==> src/rtl/id_ex_skid.sv <==
// ID-to-EX pipeline register with a one-entry skid buffer.
// Registered ready/valid on both sides, flush on redirect, stall counter.
module id_ex_skid #(
   parameter int             W       = 128,
   parameter logic [W-1:0]   NOP_VAL = '0,
   parameter int             CNT_W   = 16
) (
   input  logic             clk,
   input  logic             rst,
   input  logic             flush,
   input  logic             in_valid,
   input  logic [W-1:0]     in_data,
   output logic             in_ready,
   output logic             out_valid,
   output logic [W-1:0]     out_data,
   input  logic             out_ready,
   output logic [1:0]       count,
   output logic [CNT_W-1:0] stall_cnt
);

   typedef enum logic [1:0] {
      EMPTY = 2'd0,
      ONE   = 2'd1,
      FULL  = 2'd2
   } state_t;

   state_t           state_q, state_d;
   logic [W-1:0]     main_q, main_d;
   logic [W-1:0]     skid_q, skid_d;
   logic [CNT_W-1:0] stall_q;
   logic             push, pop;

   // Handshake outputs come straight from the state register.
   assign out_valid = (state_q != EMPTY);
   assign in_ready  = (state_q != FULL);
   assign out_data  = out_valid ? main_q : NOP_VAL;
   assign count     = state_q;
   assign stall_cnt = stall_q;

   assign push = in_valid & in_ready;
   assign pop  = out_valid & out_ready;

   always_ff @(posedge clk or negedge rst) begin
      if (!rst) begin
         state_q <= EMPTY;
         main_q  <= NOP_VAL;
         skid_q  <= NOP_VAL;
      end else begin
         state_q <= state_d;
         main_q  <= main_d;
         skid_q  <= skid_d;
      end
   end

   always_comb begin
      state_d = state_q;
      main_d  = main_q;
      skid_d  = skid_q;
      if (flush) begin
         state_d = EMPTY;
         main_d  = NOP_VAL;
      end else begin
         unique case (state_q)
            EMPTY: begin
               if (push) begin
                  main_d  = in_data;
                  state_d = ONE;
               end
            end
            ONE: begin
               case ({push, pop})
                  2'b11: main_d = in_data;
                  2'b10: begin
                     skid_d  = in_data;
                     state_d = FULL;
                  end
                  2'b01: begin
                     main_d  = NOP_VAL;
                     state_d = EMPTY;
                  end
                  default: ;
               endcase
            end
            FULL: begin
               if (pop) begin
                  main_d  = skid_q;
                  state_d = ONE;
               end
            end
            default: begin
               state_d = EMPTY;
               main_d  = NOP_VAL;
            end
         endcase
      end
   end

   // Back-pressure counter survives flush; only reset clears it.
   always_ff @(posedge clk or negedge rst) begin
      if (!rst) begin
         stall_q <= '0;
      end else if (out_valid && !out_ready && stall_q != '1) begin
         stall_q <= stall_q + CNT_W'(1);
      end
   end

endmodule

==> config.mk <==
export PLATFORM = sky130hd
export DESIGN_NAME = id_ex_skid
export DESIGN_NICKNAME = d
export VERILOG_FILES = /design/src/rtl/id_ex_skid.sv
export SDC_FILE = /design/constraint.sdc
export NUM_CORES = 1
export LEC_CHECK = 0
export ABC_AREA = 1
export CAP_MARGIN = 20
export CORE_ASPECT_RATIO = 1.4
export CORE_UTILIZATION = 48
export CTS_BUF_LIST = sky130_fd_sc_hd__clkbuf_2
export CTS_CLUSTER_DIAMETER = 150
export DETAILED_ROUTE_END_ITERATION = 10
export GPL_TIMING_DRIVEN = 0
export PLACE_DENSITY = 0.75
export SYNTH_ARGS = -nofsm -noshare
export SYNTH_HDL_FRONTEND = slang
export SYNTH_SLANG_ARGS = --single-unit
==> constraint.sdc <==
create_clock -name clk -period 2.4 [get_ports clk]
set_clock_uncertainty 0.15 [all_clocks]
set_input_delay 0.36 -clock clk [delete_from_list [all_inputs] [get_ports clk]]
set_output_delay 0.36 -clock clk [all_outputs]
set_load 0.02 [all_outputs]
[Word-level counts from Yosys, hierarchy flattened]
Cells that the tools add are included.
Word-level totals
  register bits after elaboration: 274
  latch bits: 0
  bits in writable memories: 0
  memory bits (read-only): 0
  bits of input ports: 133
  output and inout bits: 148
  logic and storage cells: 38
  memories kept: 0
Operators by class
  $add $sub $neg: 1
  multiply operators: 0
  div/mod/pow operators: 0
  order comparisons: 0
  equal/unequal tests: 11
  shift operators: 0
  multiplexer cells: 11
  bitwise logic cells: 3
  reductions and logical operators: 8
Operator list (count)
  two-way mux 128 bit: 4
  case mux 128 bit (3 select lines): 1
  case mux 128 bit (2 select lines): 1
  adder 16 x 1 -> 16 bit, second input constant: 1
  != test 16 bit, second input constant: 1
  AND reduction 3 bit: 3
  equality test 2 bit, second input constant: 3
  two-way mux 2 bit: 3
  != test 3 bit, second input constant: 2
  case mux 2 bit (3 select lines): 1
  equality test 2 x 1 -> 1 bit, second input constant: 2
  != test 4 x 2 -> 1 bit, second input constant: 1
  != test 4 x 3 -> 1 bit, second input constant: 1
  case mux 2 bit (2 select lines): 1
  bitwise AND 1 bit: 2
  logical AND 1 bit: 2
  zero test 2 bit: 1
  != test 2 bit, second input constant: 1
  nonzero test 2 bit: 1
  zero test 1 bit: 1
  NOT 1 bit: 1

[Depth between registers and ports, before layout]
Gate-level depths: netlist (run 1).
  word-level depth: 6
  mapped depth: 11
  depth with buffers taken out: 9

[Worst setup path before layout (run 1)]
OpenSTA, ideal clock, no wires.
  path type: flip-flop to output port
  start: register state_q[1], in the netlist count[1]
  end: output port out_data[117]
  arrival: 1.447 ns
  required time: 1.890 ns
  path slack: 0.443 ns
  stages on the path, launching flop included: 5
  buffers on the path: 2
  cells stage by stage: dfrtp_1 > nor2_1 > clkbuf_1 > buf_1 > nor2_1
Between the ends
  cells in the longest elaborated chain, start to end: 2
Ends and longest elaborated chain
  from (decl): line 27  | state_t state_q, state_d;
  from (signal assigned): line 49  | state_q <= state_d;
  nonzero test 2 bit: line 34  | assign out_valid = (state_q != EMPTY);
  two-way mux 128 bit: line 36  | assign out_data = out_valid ? main_q : NOP_VAL;
  to (decl): line 15  | output logic [W-1:0] out_data,
No other way between the ends.

[Worst setup path after layout (run 1)]
  start: register state_q[0], in the netlist count[0]
  end: output port out_data[36]
Same word-level chain as after synthesis.

==> results by group, run 1 <==
Status
  • Status: finished with violations
  • Failing checks: setup timing

Placement
  • Port Buffer Count: 280
  • DP HPWL: 27,770 um
  • Gp weighted congestion: 0.8687

Clock tree
  • Number of clock sinks: 274
  • CTS clk-pin slew, worst paths: 0.10 ns
  • CTS buffer count: 69
  • CTS tree: built
  • H-tree levels: 3
  • Worst-skew pair later-pin latency: 0.84 ns
  • CTS Buffer Depth: 3
  • Root Driver: clkbuf_2

Critical path
  • Reg2reg path depth: 9
  • CP endpoint kind: primary output
  • Critical path type: flip-flop to primary output
  • Max stage delay cell, worst path: dfrtp_2
  • Worst path arrival time: 2.13 ns
  • WP data required: 1.89 ns
  • CP Cell Sequence: nor2_4 > buf_12 > buf_12 > buf_12 > clkbuf_16 > nor2_2 > buf_6
  • CP most frequent cell: buf_12
  • Startpoint Class: flip-flop
  • CP Max Fanout: 6
  • Critical path's largest stage delay: 0.44 ns

Drt
  • Post-DR vias/cell: 5.008
  • Via Count: 14,450
  • Post-DR wirelength/cell: 14.86 um
  • Total wire length after detailed routing: 42,900 um
  • Drt initial violations: 880
  • DRC: 0
  • ANT nets after route: 0
  • First-pass DRT Iterations: 8

Timing
  • Final min period: 2.640 ns
  • Final period utilization: 110.0%
  • Fmax: 378.8 MHz
  • PnR worst setup slack: -0.2398 ns
  • Final Hold Viols: 0
  • Worst Max-Slew Pin Slew: 1.149 ns
  • Final Max Tran Viols: 0
  • Hold WS: 0.2517 ns
  • Fin Setup TNS: -19.78 ns
  • RSZ-0062 raised after global routing: true
  • Setup violations, final: 128
  • Relative slew slack: 23.39%

GRT
  • Initial antenna violation count: 2
  • GR Util All Layers: 28.72%
  • Gr ovfl total: 0
  • Vias in the first global route: 13,870
  • First-pass GRT wire length: 67,880 um
  • Largest net degree at the start of global routing: 98

Logic synthesis
  • Distinct cells, synth: 21
  • Synthesis-stage register bit count: 274
  • Syn Nets: 2,101
  • Sequential share of the synthesized area: 49.77%
  • Syn_area_per_cell: 7.004 sq um
  • Syn. warnings: 0
  • Largest cells by area after synthesis: dfrtp_1 50%, nand2_1 27%, nand3_1 9.6%
  • Post-Syn Instances: 1,967
  • Top cell type's share of synthesized area: 49.77%
  • Post-synthesis cell area: 13,780 sq um
  • Synth area leader: dfrtp_1

Die
  • Die area: 29,390 sq um
  • # IOs: 281
  • DIE WIDTH: 145.2 um
  • Die height: 202.5 um
  • Cell Rows: 73
  • Starting Density: 48.66%
  • Core area: 28,310 sq um

Finish
  • Commonest non-fill, non-tap cell in the layout: nand2_1
  • Layout cell share with drive strength beyond 1: 15.90%
  • Final core utilization: 67.90%
  • Area grow syn2layout: 39.55%
  • Fill cell count: 2,462
  • NumNets Final: 2,601
  • Commonest non-fill, non-tap cells in the layout: 984 x nand2_1, 272 x dfrtp_1, 263 x nand3_1

Power and ir drop
  • P per Cell Area: 839.2 nW/um^2
  • Leak: 10.78 nW
  • Peak supply drop: 0.4352 mV

Job
  • Max-cap violations: 0

Worst hold path
  • Hold depth: 4
  • Worst Hold Class: primary input to flip-flop
through the flow:
step                      area (sq um)  instances  worst slack [ns]  power (mW)
final                            19230       2886           -0.2398       16.13
after global placement           17050       2622            -10.93       12.21
after floorplan                  13780       1967            0.4434       10.21
after detailed placement         17110       2624           -0.8165       12.39
after CTS                        19070       2869           -0.3977       15.59
after global routing             19230       2886           -0.3382       17.28
layout make-up:
| type | count | area (sq um) | area share [%] |
|---|---|---|---|
| timing repair buffer | 429 | 4078 | 21.21 |
| clock inverter | 15 | 83.83 | 0.4360 |
| multi-input combinational | 1419 | 5902 | 30.70 |
| tap | 375 | 469.2 | 2.440 |
| buffer | 128 | 790.8 | 4.113 |
| sequential | 274 | 6859 | 35.68 |
| clock buffer | 98 | 490.5 | 2.551 |
| inverter | 146 | 548.0 | 2.850 |
| antenna | 2 | 5.005 | 0.02603 |
per-layer routing:
layer	wire [um]	vias to the layer above	GRT usage [%]
li1	-	7011	-
met1	16850	6755	34.69
met2	21850	567	50.03
met3	2591	120	4.809
met4	1609	0	13.46
met5	0	-	0
report_power, final:
part	leakage, nW	internal, mW	total (mW)	switching, mW
clock	0.456	1.19	3.08	1.89
combinational	6.81	2.47	6.05	3.58
sequential	3.51	6.14	7.01	0.870
total	10.8	9.79	16.1	6.34
worst paths after layout:
| kind | from | end | slack (ns) |
|---|---|---|---|
| min in group asynchronous | rst | skid_q[40] | 0.44 |
| max | count[0] | out_data[36] | -0.24 |
| min reg2reg | skid_q[89] | skid_q[89] | 0.33 |
| min | flush | count[1] | 0.25 |
| max in group asynchronous | rst | count[1] | 0.28 |
| max reg2reg | stall_cnt[0] | stall_cnt[11] | 0.26 |
worst max-delay path: cells and delay by family, from the launching register on:
family | cells | cell delay (ns)
buffers and inverters | 5 | 0.67
DFF | 1 | 0.44
and+or+nand+nor | 2 | 0.18
Yosys cell counts:
cell / instances
nand4_1: 6
nor2_1: 146
dfrtp_1: 274
buf_2: 74
nor2_4: 3
nand3_1: 263
clkbuf_1: 41
nor2_2: 1
o21ai_2: 1
nand2_1: 984
buf_4: 10
xnor2_1: 5
xor2_1: 2
o21ai_0: 5
a31oi_1: 1
buf_6: 1
inv_2: 7
a21oi_1: 1
ha_1: 1
buf_1: 2
inv_1: 139
what timing repair did:
action                     4_1_cts  5_1_grt
hold buffers                   130        0
setup buffers                    2       10
cloned                           0        5
pin swaps                        1        1
resized for setup              261      435
setup endpoints to repair      148      206
hold endpoints to repair       365        0
flip-flops by register name, indices dropped and copies added, names as in the netlist:
| register | count |
|---|---|
| main_q | 128 |
| stall_cnt | 16 |
| skid_q | 128 |
| count | 2 |
logic make-up (layout without fill, tap and decap cells):
| kind of cell | after synthesis | count (layout) | synth area share, % |
|---|---|---|---|
| and+or+nand+nor | 1403 | 1403 | 40.90 |
| DFF | 274 | 274 | 49.77 |
| buffers and inverters | 274 | 816 | 8.464 |
| AOI/OAI and AO/OA | 8 | 8 | 0.3269 |
| xor gates and xnor gates | 7 | 7 | 0.4450 |
| adders and majority gates | 1 | 1 | 0.09080 |
| other | 0 | 2 | 0 |
Note: power is estimated with default switching activity, not from simulation.
==> run 2: changes to the inputs <==
--- a/config.mk
+++ b/config.mk
@@ -12,6 +12,7 @@
 export CTS_BUF_LIST = sky130_fd_sc_hd__clkbuf_2
 export CTS_CLUSTER_DIAMETER = 150
 export DETAILED_ROUTE_END_ITERATION = 10
+export GPL_ROUTABILITY_DRIVEN = 0
 export GPL_TIMING_DRIVEN = 0
 export PLACE_DENSITY = 0.75
 export SYNTH_ARGS = -nofsm -noshare
==> results of run 2 <==
The final DEF is identical to that of run 1; final timing and power are the same.
